==> src/rtl/seq_restoring_divider.sv <==
// seq_restoring_divider: iterative unsigned restoring divider (N-bit).
// Each RUN cycle performs one shift-and-trial-subtract step. The subtract is
// an add of the two's complement with carry-in 1, matching the adder style.
// Optional feature macro: DIV_BY_ZERO_ERR_EN. It adds a div_err output, and a
// zero divisor then short-cuts to DONE instead of running N iterations.
module seq_restoring_divider #(
    parameter int N = 8
) (
    input  logic         clk,
    input  logic         rst_n,
    input  logic         start,
    input  logic [N-1:0] dividend,
    input  logic [N-1:0] divisor,
    output logic         busy,
    output logic         done,
    output logic [N-1:0] quotient,
    output logic [N-1:0] remainder
`ifdef DIV_BY_ZERO_ERR_EN
   ,output logic         div_err
`endif
);

    localparam int CW = $clog2(N + 1);

    // ZERO is the single wait cycle of the divide-by-zero short-cut.
    typedef enum logic [1:0] {IDLE, RUN, DONE, ZERO} state_t;

    state_t         state, state_nxt;
    logic           accept;
    logic [CW-1:0]  count;
    logic [N-1:0]   rem_w, quo_w, dvs;
    logic [N:0]     rem_sh, trial;
    logic [N-1:0]   rem_nxt, quo_nxt;

    // Next state, handshake outputs and the single iteration step.
    always_comb begin
        state_nxt = state;
        busy      = 1'b0;
        done      = 1'b0;
        accept    = 1'b0;
        // The shifted partial remainder keeps its carry-out bit. Since
        // rem < dvs, rem_sh - dvs lies in (-2^N, 2^N), so bit N of the
        // N+1-bit difference is a reliable borrow flag.
        rem_sh    = {rem_w, quo_w[N-1]};
        trial     = rem_sh + ~{1'b0, dvs} + (N+1)'(1);
        rem_nxt   = trial[N] ? rem_sh[N-1:0] : trial[N-1:0];
        quo_nxt   = {quo_w[N-2:0], ~trial[N]};
        case (state)
            IDLE, DONE: begin
                done = (state == DONE);
                if (start) begin
                    accept    = 1'b1;
                    state_nxt = RUN;
`ifdef DIV_BY_ZERO_ERR_EN
                    if (divisor == '0) state_nxt = ZERO;
`endif
                end else begin
                    state_nxt = IDLE;
                end
            end
            RUN: begin
                busy = 1'b1;
                if (count == CW'(1)) state_nxt = DONE;
            end
`ifdef DIV_BY_ZERO_ERR_EN
            ZERO: begin
                busy      = 1'b1;
                state_nxt = DONE;
            end
`endif
            default: state_nxt = IDLE;
        endcase
    end

    // State register.
    always_ff @(posedge clk) begin
        if (!rst_n) state <= IDLE;
        else        state <= state_nxt;
    end

    // Working registers, iteration counter and held result registers.
    always_ff @(posedge clk) begin
        if (!rst_n) begin
            rem_w     <= '0;
            quo_w     <= '0;
            dvs       <= '0;
            count     <= '0;
            quotient  <= '0;
            remainder <= '0;
`ifdef DIV_BY_ZERO_ERR_EN
            div_err   <= 1'b0;
`endif
        end else if (accept) begin
            rem_w   <= '0;
            quo_w   <= dividend;
            dvs     <= divisor;
            count   <= CW'(N);
`ifdef DIV_BY_ZERO_ERR_EN
            div_err <= 1'b0;
`endif
        end else if (state == RUN) begin
            rem_w <= rem_nxt;
            quo_w <= quo_nxt;
            count <= count - CW'(1);
            // Results become visible only on the edge that enters DONE.
            if (count == CW'(1)) begin
                quotient  <= quo_nxt;
                remainder <= rem_nxt;
            end
        end
`ifdef DIV_BY_ZERO_ERR_EN
        else if (state == ZERO) begin
            quotient  <= '1;
            remainder <= quo_w;
            div_err   <= 1'b1;
        end
`endif
    end

endmodule

==> config.mk <==
export PLATFORM = sky130hd
export DESIGN_NAME = seq_restoring_divider
export DESIGN_NICKNAME = d
export VERILOG_FILES = /design/src/rtl/seq_restoring_divider.sv
export SDC_FILE = /design/constraint.sdc
export NUM_CORES = 1
export LEC_CHECK = 0
export CAP_MARGIN = 5
export CORE_ASPECT_RATIO = 0.9
export CORE_MARGIN = 1.5
export CORE_UTILIZATION = 45
export DETAILED_ROUTE_END_ITERATION = 8
export PLACE_DENSITY = 0.82
export REMOVE_ABC_BUFFERS = 1
export SKIP_CTS_REPAIR_TIMING = 1
export SYNTH_ARGS = -nofsm -noshare
export SYNTH_HDL_FRONTEND = slang
export SYNTH_SLANG_ARGS = --single-unit
==> constraint.sdc <==
create_clock -name clk -period 2.7 [get_ports clk]
set_clock_uncertainty 0.2 [all_clocks]
set_input_delay 0.54 -clock clk [delete_from_list [all_inputs] [get_ports clk]]
set_output_delay 0.54 -clock clk [all_outputs]
set_load 0.005 [all_outputs]
# [Yosys cells after proc, flatten, opt, wreduce, memory -nomap -nowiden]
# Cells that the tools add are included.
[word_totals] register_bits=46 inputBits=19 output_inout_bits=18
[classes] add_sub_neg=3 eq_ne=4 n_mux=12 n_bitwise=4 n_reduce_logical=5
[ops] operator="8-bit 2-to-1 mux" count=3
[ops] operator="9-bit by 1-bit adder with 9-bit output, second input constant" count=1
[ops] operator="9-bit adder" count=1
[ops] operator="8-bit NOT with 9-bit output" count=1
[ops] operator="4-bit 2-to-1 mux" count=2
[ops] operator="1-bit 2-to-1 mux" count=5
[ops] operator="4-bit by 1-bit == test with 1-bit output, second input constant" count=1
[ops] operator="2-bit case mux with 2 select lines" count=1
[ops] operator="2-bit OR reduction" count=2
[ops] operator="4-bit by 1-bit subtractor with 4-bit output, second input constant" count=1
[ops] operator="1-bit NOT" count=3
[ops] operator="3-bit AND reduction" count=1
[ops] operator="2-bit by 1-bit == test with 1-bit output, second input constant" count=1
[ops] operator="2-bit == test, second input constant" count=1
[ops] operator="2-bit logical NOT" count=1
[ops] operator="2-bit 2-to-1 mux" count=1
[ops] operator="2-bit by 1-bit inequality test with 1-bit output, second input constant" count=1
[ops] operator="2-bit nonzero test" count=1

# [Depth between registers and ports, before layout]
# Gate-level depths: netlist (run 1).
[logic_depth] ltp_word=6 depth_mapped=11 mapped_depth_nobuf=9

# [Worst setup path before layout (run 1)]
# Ideal clock, no wire load.
[synth_path] kind="register to register" startpoint="reg quo_w[7]" endpoint="reg rem_w[0]" setup_time_ns=0.095 t_arrival_ns=2.333 t_required_ns=2.405 slack_ns=0.071 stages_incl_launch_ff=11 n_path_buf=1 path_cell_list="dfxtp_1 inv_1 ha_1 fa_1 nor2b_4 o31a_1 o21ai_0 or2_1 buf_6 or4_1 o311ai_1"
[synth_between] elab_chain_cells=3
[synth_rtl] element="start: declaration" line="31" text="logic [N-1:0] rem_w, quo_w, dvs;"
[synth_rtl] element="start signal: assignment" line="95" text="quo_w <= dividend;"
[synth_rtl] element="start signal: assignment" line="103" text="quo_w <= quo_nxt;"
[synth_rtl] element="9-bit adder" line="45" text="trial = rem_sh + ~{1'b0, dvs} + (N+1)'(1);"
[synth_rtl] element="9-bit by 1-bit adder with 9-bit output" line="45"
[synth_rtl] element="8-bit 2-to-1 mux (*)" line="46" text="rem_nxt = trial[N] ? rem_sh[N-1:0] : trial[N-1:0];"
[synth_rtl] element="end signal: assignment" line="102" text="rem_w <= rem_nxt;"
[synth_rtl] element="end: declaration" line="31"
# Every way passes the cells marked *; elsewhere a longest branch is shown, timed or not.
# A chain may end at the register's enable or synchronous reset.

# [Worst setup path in the final report (run 1)]
[layout_path] startpoint="reg dvs[0]" endpoint="reg remainder[0]"
[layout_between] elab_chain_cells=4
[layout_rtl] element="start: declaration" line="31"
[layout_rtl] element="start signal: assignment" line="96" text="dvs <= divisor;"
[layout_rtl] element="8-bit NOT with 9-bit output" line="45"
[layout_rtl] element="9-bit adder" line="45"
[layout_rtl] element="9-bit by 1-bit adder with 9-bit output" line="45"
[layout_rtl] element="8-bit 2-to-1 mux" line="46"
[layout_rtl] element="end signal: assignment" line="108" text="remainder <= rem_nxt;"
[layout_rtl] element="end: declaration" line="17" text="output logic [N-1:0] remainder"
# No other way between the ends.

==> results of run 1 <==
worst max-delay path: cells and delay by family (launching register included):
family	cells	cell delay (ns)
compound gates	2	0.65
fa+ha+maj	2	0.38
buf+inv	1	0.14
flops	1	0.38
simple gates	4	0.81
metrics by stage:
| step | util | instances | setup WS [ns] | setup TNS [ns] | area, sq um |
|---|---|---|---|---|---|
| final | 0.634 | 380 | 0.0884 | 0 | 2900 |
| after global routing | 0.634 | 380 | -0.00598 | -0.00598 | 2900 |
| after CTS | 0.618 | 378 | -0.0681 | -0.350 | 2830 |
| after detailed placement | 0.594 | 370 | -0.0415 | -0.143 | 2720 |
| after global placement | 0.594 | 370 | 0.0404 | 0 | 2720 |
| after floorplan | - | 252 | 0.00620 | 0 | 2130 |
cell families (layout without fill, tap and decap cells):
family / after synthesis / count (layout) / synth area share
AO/OA/AOI/OAI: 73 / 73 / 0.217
XOR/XNOR: 5 / 5 / 0.0199
adder cells (fa/ha/maj): 11 / 11 / 0.0659
buffers and inverters: 30 / 80 / 0.0563
flip-flops: 46 / 46 / 0.418
multiplexers: 2 / 2 / 0.00909
AND/OR/NAND/NOR: 101 / 101 / 0.214
cell usage after synthesis, drive strengths merged, types with 2 or more instances:
| master | number |
|---|---|
| inv | 14 |
| or4 | 5 |
| nor4 | 3 |
| a22oi | 8 |
| nor2b | 3 |
| o21ai | 8 |
| nand2 | 44 |
| buf | 5 |
| a211oi | 11 |
| o31a | 3 |
| o21a | 4 |
| a21oi | 31 |
| mux2i | 2 |
| o311a | 2 |
| nand2b | 5 |
| nor2 | 24 |
| xnor2 | 3 |
| nand4 | 4 |
| dfxtp | 46 |
| or2 | 2 |
| nand3 | 6 |
| a21o | 2 |
| ha | 10 |
| xor2 | 2 |
| clkbuf | 11 |
area by class of cell:
| class | instances | area, sq um |
|---|---|---|
| inverters | 14 | 52.6 |
| repair buffers | 58 | 529 |
| fillers | 373 | 1670 |
| multi-input cells | 192 | 1210 |
| clock buffers | 6 | 72.6 |
| well taps | 62 | 77.6 |
| clock inverters | 2 | 37.5 |
| flip-flops and latches | 46 | 922 |
layer usage:
metal | vias up | global-route usage | routed length [microns]
li1 | 1037 | - | -
met1 | 959 | 0.272 | 2550
met2 | 57 | 0.340 | 2480
met3 | 6 | 0.0316 | 210
met4 | 0 | 0.0658 | 58
met5 | - | 0 | 0
sequential cells by signal (all words and copies together), names as in the netlist:
name       count
quo_w          8
dvs            8
remainder      8
state          2
rem_w          8
quotient       8
count          4
power by group:
group | switching, mW | leakage (nW) | internal, mW
clock | 0.234 | 0.0514 | 0.276
combinational | 0.240 | 0.700 | 0.223
sequential | 0.0257 | 0.375 | 0.713
total | 0.500 | 1.13 | 1.21
worst paths after layout:
| path | start | endpoint | slack, ns |
|---|---|---|---|
| worst max-delay path | dvs[0] | remainder[0] | 0.09 |
| worst min-delay path | quotient[2] | quotient[2] | 0.26 |
| worst max register to register | dvs[0] | remainder[0] | 0.09 |
| worst min register to register | quotient[2] | quotient[2] | 0.26 |
==> results.tsv, run 1 <==
stage	metric	value	unit
status	outcome	completed	
worst_setup_path	CP Capture Type	flop	
finish	commonest cells after routing, fill and taps aside	dfxtp_1, nand2_1, clkdlybuf4s50_1	
power	leakage	1.13	nW
floorplan	top-level I/O count	37	
clocking	clk buf depth	2	
timing	Tcrit/Tclk final	0.967	
detailed_routing	Via density	5.42	
worst_hold_path	Hold Path Depth	2	
detailed_routing	drt pass-1 iters	5	
timing	count of pins over their slew limit	0	
worst_setup_path	CP required	2.74	ns
detailed_routing	routed len/inst	13.9	microns
synth	Syn Inst Count	268	
clocking	number of CTS-inserted buffers	5	
synth	number of flops mapped to enable cells by yosys	0	
finish	Final #Nets	347	
worst_setup_path	CP Cell Sequence	ha_4 > fa_2 > nor2b_4 > o31a_1 > o311a_4 > or2_4 > buf_6 > or4_4 > nand3_2	
worst_hold_path	Worst Hold Class	reg2reg	
finish	share of layout cells above drive strength 1	0.138	
detailed_routing	drt total wl	5300	microns
synth	Synth async-reset ratio	0	
synth	Ys Warns	0	
placed_design	post-DP HPWL	3810	microns
power	pwr dens	590	nW/um^2
floorplan	die area	5320	sq um
finish	ant diodes	0	
detailed_routing	DR vias	2059	
worst_setup_path	Setup Crit Path Kind	reg2reg	
timing	Final setup viols	0	
global_routing	initial antenna violation count	0	
floorplan	Core Area	4580	sq um
finish	area delta synth->final	31.8	%
global_routing	Total GRT Usage	0.205	
detailed_routing	DRT iter0 DRCs	157	
synth	Seq/Total Area, Yosys	0.418	
detailed_routing	DRC viols	0	
detailed_routing	number of antenna-violating nets in the routed design	0	
worst_setup_path	CP max FO	7	
floorplan	Initial Utilization	0.481	
synth	cell area after synthesis	2200	sq um
clocking	clock latency on the worst-skew pair	0.30	ns
synth	Avg Inst Size Synth	8.22	sq um
job	Max Cap Violations	0	
clocking	# H-tree levels	2	
synth	area leader, netlist	dfxtp_1	
power	Overall Power	1.71	mW
timing	relative slew slack	0.633	
timing	endpoints failing hold	0	
timing	worst slew pin tran	0.548	ns
global_routing	Overflow after GRT	0	
timing	Final Critical Period	2.61	ns
clocking	TritonCTS clock tree	yes	
clocking	CTS sink count	46	
clocking	clock slew at reported path FFs	0.08	ns
synth	Synth area leaders	dfxtp_1, nand2_1, a21oi_1, ha_1, nor2_1	
placed_design	Final GP Congestion	0.941	
worst_setup_path	R2R depth	9	
timing	Fin Hold WS	0.256	ns
floorplan	# rows	23	
clocking	clock root cell	clkbuf_8	
global_routing	first-pass GRT wire length	8770	microns
finish	most common cell after layout, fill and taps aside	dfxtp_1	
floorplan	Die Height	69.4	microns
floorplan	Die W	76.7	microns
global_routing	vias in the first global route	1982	
synth	Synth Register Bits	46	
global_routing	largest net degree at the start of global routing	30	
synth	distinct cell type count after synthesis	41	
power	largest voltage drop on the vdd net	0.362	mV
worst_setup_path	slowest stage delay, CP	0.42	ns
worst_setup_path	CP max-delay cell	or4_4	
synth	Most used DFF post-synth	dfxtp_1	
worst_setup_path	crit path DAT	2.66	ns
synth	top cell type's share of synthesized area	0.418	
placed_design	port buffer count	36	
timing	Achievable Freq	383	MHz
worst_setup_path	Setup crit start kind	flop	
No activity file was read; power rests on OpenSTA's default activity.
==> inputs of run 2 (changes only) <==
--- a/config.mk
+++ b/config.mk
@@ -5,6 +5,7 @@
 export SDC_FILE = /design/constraint.sdc
 export NUM_CORES = 1
 export LEC_CHECK = 0
+export ABC_CLOCK_PERIOD_IN_PS = 2700
 export CAP_MARGIN = 5
 export CORE_ASPECT_RATIO = 0.9
 export CORE_MARGIN = 1.5
==> results of run 2 <==
No change in the layout: final DEF, timing and power equal those of run 1.
==> inputs of run 3 (changes only) <==
--- a/config.mk
+++ b/config.mk
@@ -6,7 +6,6 @@
 export NUM_CORES = 1
 export LEC_CHECK = 0
 export ABC_CLOCK_PERIOD_IN_PS = 2700
-export CAP_MARGIN = 5
 export CORE_ASPECT_RATIO = 0.9
 export CORE_MARGIN = 1.5
 export CORE_UTILIZATION = 45
==> results of run 3 <==
No change in the layout: final DEF, timing and power equal those of run 1.
